[src/rtl/dtc_pkg.sv]
// Shared types and constants for the decision-tree class post-processing blocks.
package dtc_pkg;

    localparam int DTC_NUM_CLASSES = 77;
    localparam int DTC_IDX_W       = $clog2(DTC_NUM_CLASSES);
    localparam int DTC_STAT_W      = 16;

    typedef struct packed {
        logic [DTC_IDX_W-1:0] idx;
        logic                 none;
        logic                 multi;
    } dtc_result_t;

    // Saturating +1 used by the event counters; sticks at all-ones.
    function automatic logic [DTC_STAT_W-1:0] dtc_sat_inc(input logic [DTC_STAT_W-1:0] v);
        logic [DTC_STAT_W-1:0] one;
        one = {{(DTC_STAT_W-1){1'b0}}, 1'b1};
        return (v == {DTC_STAT_W{1'b1}}) ? v : (v + one);
    endfunction

endpackage

[src/rtl/dtc_prio_enc.sv]
// Combinational lowest-set-bit encoder with empty / multiple-bit flags for
// one-hot class vectors; reusable by any tree post-processor.
module dtc_prio_enc #(
    parameter int NUM_CLASSES = 77,
    parameter int IDX_W       = $clog2(NUM_CLASSES)
) (
    input  logic [NUM_CLASSES-1:0] i_vec,
    output logic [IDX_W-1:0]       o_idx,
    output logic                   o_none,
    output logic                   o_multi
);

    logic [NUM_CLASSES-1:0] w_vec_minus1;
    logic [NUM_CLASSES-1:0] w_low_cleared;

    // Clearing the lowest set bit leaves something behind only if two or more were set.
    always_comb begin
        w_vec_minus1  = i_vec - {{(NUM_CLASSES-1){1'b0}}, 1'b1};
        w_low_cleared = i_vec & w_vec_minus1;
        o_none        = ~(|i_vec);
        o_multi       = |w_low_cleared;
    end

    // Priority scan: the first set bit found from index 0 upward wins.
    always_comb begin
        logic found;
        o_idx = {IDX_W{1'b0}};
        found = 1'b0;
        for (int k = 0; k < NUM_CLASSES; k++) begin
            o_idx = (!found && i_vec[k]) ? IDX_W'(k) : o_idx;
            found = found | i_vec[k];
        end
    end

endmodule

[src/rtl/dtc_class_decoder.sv]
// Two-stage valid/ready decoder from one-hot class vector to class index.
// Optional saturating output statistics are enabled with `define DTC_DEC_STATS_EN.
module dtc_class_decoder
    import dtc_pkg::*;
(
    input  logic                       clk,
    input  logic                       rst_n,
    input  logic                       in_valid,
    output logic                       in_ready,
    input  logic [DTC_NUM_CLASSES-1:0] in_vec,
    output logic                       out_valid,
    input  logic                       out_ready,
    output logic [DTC_IDX_W-1:0]       out_idx,
    output logic                       out_none,
    output logic                       out_multi
`ifdef DTC_DEC_STATS_EN
    ,
    output logic [DTC_STAT_W-1:0]      stat_total,
    output logic [DTC_STAT_W-1:0]      stat_none,
    output logic [DTC_STAT_W-1:0]      stat_multi
`endif
);

    localparam int NUM_CLASSES = DTC_NUM_CLASSES;
    localparam int IDX_W       = DTC_IDX_W;

    logic                   r_s1_valid;
    logic [NUM_CLASSES-1:0] r_s1_vec;
    logic                   r_s2_valid;
    dtc_result_t            r_s2_res;

    logic                   w_s2_adv;
    logic                   w_in_fire;
    logic                   w_s1_move;
    logic                   w_out_fire;
    logic [IDX_W-1:0]       w_enc_idx;
    logic                   w_enc_none;
    logic                   w_enc_multi;

    // Handshake decode; in_ready deliberately sees out_ready combinationally.
    always_comb begin
        w_s2_adv   = ~r_s2_valid | out_ready;
        in_ready   = ~r_s1_valid | w_s2_adv;
        w_in_fire  = in_valid & in_ready;
        w_s1_move  = r_s1_valid & w_s2_adv;
        w_out_fire = r_s2_valid & out_ready;
    end

    dtc_prio_enc #(
        .NUM_CLASSES (NUM_CLASSES),
        .IDX_W       (IDX_W)
    ) u_prio_enc (
        .i_vec   (r_s1_vec),
        .o_idx   (w_enc_idx),
        .o_none  (w_enc_none),
        .o_multi (w_enc_multi)
    );

    // Stage valid flags: a new arrival keeps S1 full, S2 refills from S1 whenever it may advance.
    always_ff @(posedge clk or negedge rst_n) begin
        if (!rst_n) begin
            r_s1_valid <= 1'b0;
            r_s2_valid <= 1'b0;
        end else begin
            if (w_in_fire) begin
                r_s1_valid <= 1'b1;
            end else if (w_s1_move) begin
                r_s1_valid <= 1'b0;
            end
            if (w_s2_adv) begin
                r_s2_valid <= r_s1_valid;
            end
        end
    end

    // Raw vector is only ever observed while r_s1_valid is set, so it needs no reset.
    always_ff @(posedge clk) begin
        if (w_in_fire) begin
            r_s1_vec <= in_vec;
        end
    end

    // Encoded result register; reset so the idle output bus reads as zero.
    always_ff @(posedge clk or negedge rst_n) begin
        if (!rst_n) begin
            r_s2_res <= '0;
        end else if (w_s1_move) begin
            r_s2_res <= '{idx: w_enc_idx, none: w_enc_none, multi: w_enc_multi};
        end
    end

    assign out_valid = r_s2_valid;
    assign out_idx   = r_s2_res.idx;
    assign out_none  = r_s2_res.none;
    assign out_multi = r_s2_res.multi;

`ifdef DTC_DEC_STATS_EN
    logic [DTC_STAT_W-1:0] r_stat_total;
    logic [DTC_STAT_W-1:0] r_stat_none;
    logic [DTC_STAT_W-1:0] r_stat_multi;

    // Per-handshake event counters, saturating, cleared only by reset.
    always_ff @(posedge clk or negedge rst_n) begin
        if (!rst_n) begin
            r_stat_total <= {DTC_STAT_W{1'b0}};
            r_stat_none  <= {DTC_STAT_W{1'b0}};
            r_stat_multi <= {DTC_STAT_W{1'b0}};
        end else if (w_out_fire) begin
            r_stat_total <= dtc_sat_inc(r_stat_total);
            if (r_s2_res.none) begin
                r_stat_none <= dtc_sat_inc(r_stat_none);
            end
            if (r_s2_res.multi) begin
                r_stat_multi <= dtc_sat_inc(r_stat_multi);
            end
        end
    end

    assign stat_total = r_stat_total;
    assign stat_none  = r_stat_none;
    assign stat_multi = r_stat_multi;
`endif

endmodule

[config.mk]
export PLATFORM = sky130hd
export DESIGN_NAME = dtc_class_decoder
export DESIGN_NICKNAME = d
export VERILOG_FILES = /design/src/rtl/dtc_pkg.sv /design/src/rtl/dtc_prio_enc.sv /design/src/rtl/dtc_class_decoder.sv
export SDC_FILE = /design/constraint.sdc
export NUM_CORES = 1
export LEC_CHECK = 0
export CORE_UTILIZATION = 35
export CTS_CLUSTER_SIZE = 24
export DETAILED_ROUTE_END_ITERATION = 16
export PLACE_DENSITY = 0.6
export RECOVER_POWER = 25
export SKIP_LAST_GASP = 1
export SLEW_MARGIN = 20
export SYNTH_ARGS = -nofsm -noshare
export SYNTH_HDL_FRONTEND = slang
export SYNTH_SLANG_ARGS = --single-unit
[constraint.sdc]
create_clock -name clk -period 4.8 [get_ports clk]
set_clock_uncertainty 0.1 [all_clocks]
set_input_delay 0.72 -clock clk [delete_from_list [all_inputs] [get_ports clk]]
set_output_delay 0.72 -clock clk [all_outputs]
set_load 0.02 [all_outputs]
==> results by group <==
Status
  • Status: complete, no violations

Setup path
  • CP Max Fanout: 14
  • Setup CP Type: flop to flop
  • CP Capture Type: flop
  • Critical path's largest stage delay: roughly 0.67 ns
  • CP arrival: 3.73 ns
  • Worst Setup SP: r_s1_vec[3]
  • WP data required: 4.90 ns
  • Reg2Reg Launch Point: r_s1_vec[3]
  • CP cell instances: nor4_2 -> and4_1 -> nand2_2 -> o31ai_1 -> o21ai_0 -> a221o_1 -> nor4_1 -> a41oi_1
  • Crit path max-delay cell type: and4_1
  • Crit start category: flop

Min path
  • Worst Hold Class: flop to flop
  • Min-delay src: out_none

STA
  • RSZ-0062 raised after global routing: false
  • Slew Viols, Final: 0
  • Setup violators final: 0
  • Fmax achieved: 0.275 GHz
  • Final TNS setup: 0 ns
  • Worst slew pin tran: 0.967 ns
  • Final Hold Vio Count: 0
  • Tmin final: 3.63 ns
  • Final period util: between 70% and 80%
  • Rel. slew slack: roughly 36%
  • Worst hold margin: roughly 0.4 ns

Clock network
  • Worst-skew pair later-pin latency: 0.35 ns
  • Hold buffers post-CTS: 0
  • Root buffer cell: clkbuf_16
  • PostCTS Resize Cnt: 0
  • CTS tree: built
  • Sink Count: 88
  • TritonCTS buffer count: 9
  • Post-CTS Setup Bufs: 0
  • Clk buf depth: 2
  • Clock-pin slew on the worst setup and hold paths: 0.06 ns
  • CTS H-Tree Depth: 3

Job
  • Max-cap viol count: 0

Floorplan
  • Placement Rows: a little over 40
  • # IOs: 92
  • Initial Util: 36.4%
  • Core area: ~13000 sq um
  • Die footprint: 13800 sq um
  • Die H: 117 microns
  • Die W: approximately 120 microns

Detailed routing
  • Router iterations before antenna repair: 5
  • WL final: between 10000 and 15000 microns
  • DR DRC count: 0
  • Vias/cell: between 5 and 6
  • Wire per inst: 17.1 microns
  • Vias: roughly 4000
  • Post-DRT Antenna Nets: 0
  • 1st-iter DRT viols: ~280

Finish
  • ANT cells: 0
  • FILL cells: between 1000 and 1500
  • Layout cells sized above 1: under 10%
  • Multi-input gate area: roughly 2000 sq um
  • Post-layout util: between 40% and 50%
  • Area taken by flip-flops and latches: around 2600 sq um
  • Area grow syn2layout: 29.3%
  • Nets@finish: about 600

Global route
  • Overall routing resource usage: around 18%
  • Largest net degree at the start of global routing: 78
  • Vias in the first global route: 3748
  • Initial antenna violation count: 0
  • Grt ovf: 0
  • First-pass GRT wire length: roughly 19000 microns

Yosys
  • Synthesized Nets: slightly above 500
  • Synth top area cells: edfxtp_1, dfrtp_1, nor2_1, o21ai_0, nor4_1
  • Seq/Total Area, Yosys: 55.4%
  • Yosys top cell by area: edfxtp_1
  • Number of flops mapped to enable cells by yosys: 77
  • Synthesized area per cell: about 11 sq um
  • Most frequent cell after synthesis: edfxtp_1
  • Top_reg_cell synth: edfxtp_1
  • Register bit total from synthesis: 88
  • Post-synth cell types: 66
  • Warnings, synthesis: 0
  • Commonest cells post-synth: edfxtp_1, nor2_1, o21ai_0
  • Synth Instances: roughly 430
  • Synth Cell Area: around 4700 sq um
  • Post-synth ARST share: between 10 and 15%
  • Synth top area share: between 40% and 50%

Power
  • Pwr/cell area: between 300 and 400 nW/um^2
  • VDD IR max: 0.165 mV
  • Leakage: around 2 nW
  • Power after layout: about 0.0018 W

Placed design
  • HPWL Detailed: ~9100 microns
  • Global placer's final weighted congestion: around 0.9
  • IO Port Bufs: between 90 and 100
-- layout by cell type (no fill, tap or decap), types with 9 or more instances in the layout --
master           instances
edfxtp_1                77
dlygate4sd3_1           46
nand2_1                 20
inv_1                   16
nor3_1                  18
a21oi_1                 20
o21ai_0                 30
clkbuf_16                9
dfrtp_1                 11
nor4_1                  20
or4_1                    9
nor2_1                  53
nand3_1                  9
clkdlybuf4s50_1         45
-- critical path, delay by kind of cell, from the launching register on --
kind	cells	cell delay, ns
DFF	1	0.47
AOI/OAI and AO/OA	4	1.06
and+or+nand+nor	4	1.85
-- registers in the layout, summed over array words and instances, names as in the netlist --
name        count
out_idx         7
out_multi       1
out_none        1
out_valid       1
r_s1_valid      1
r_s1_vec       77
-- layout make-up --
| class | instances | share of cell area, % |
|---|---|---|
| flip-flops and latches | 88 | 42.9 |
| clock buffers | 10 | 3.79 |
| repair buffers | 92 | 15.2 |
| multi-input cells | 315 | 32.7 |
| inverters | 16 | 0.995 |
| clock inverters | 6 | 0.829 |
| well taps | 172 | 3.57 |
-- logic make-up (layout without fill, tap and decap cells) --
group / after synthesis / in the layout / synth area share, %
AO/OA/AOI/OAI: 124 / 124 / 18.2
adder cells (fa/ha/maj): 8 / 8 / 1.77
buffers and inverters: 24 / 124 / 2.25
flip-flops: 88 / 88 / 55.4
AND/OR/NAND/NOR: 183 / 183 / 22.3
-- where the power goes --
part / leakage [nW] / switching, W / internal (W) / total, W
sequential: 0.874 / 0.0000628 / 0.000896 / 0.000959
clock: 0.136 / 0.000274 / 0.000395 / 0.000669
combinational: 0.961 / 0.0000923 / 0.000103 / 0.000195
total: 1.97 / 0.000429 / 0.00139 / 0.00182
-- worst paths after layout --
path / cells past startpoint / end / slack (ns)
worst min-delay path: 2 / out_none / 0.41
worst max-delay path: 8 / out_multi / 1.17
worst min register to register: 2 / out_none / 0.41
worst max register to register: 8 / out_multi / 1.17
min in group asynchronous: 1 / out_idx[6] / 0.62
max in group asynchronous: 1 / out_idx[3] / 3.62
-- metrics by stage --
step / setup WS, ns / instances / cell area, sq um
after floorplan: 1.44 / 427 / 4670
after global placement: 1.18 / 683 / 5760
after detailed placement: 1.18 / 683 / 5760
after CTS: 1.13 / 699 / 6040
after global routing: 0.940 / 699 / 6040
final: 1.17 / 699 / 6040
-- per-layer routing --
metal	share of wire, %	GRT usage, %
met3	6.2	5.43
met2	45	27.0
met5	0	0
met1	47	24.1
met4	1.7	5.77
Note: power is estimated with default switching activity, not from simulation.
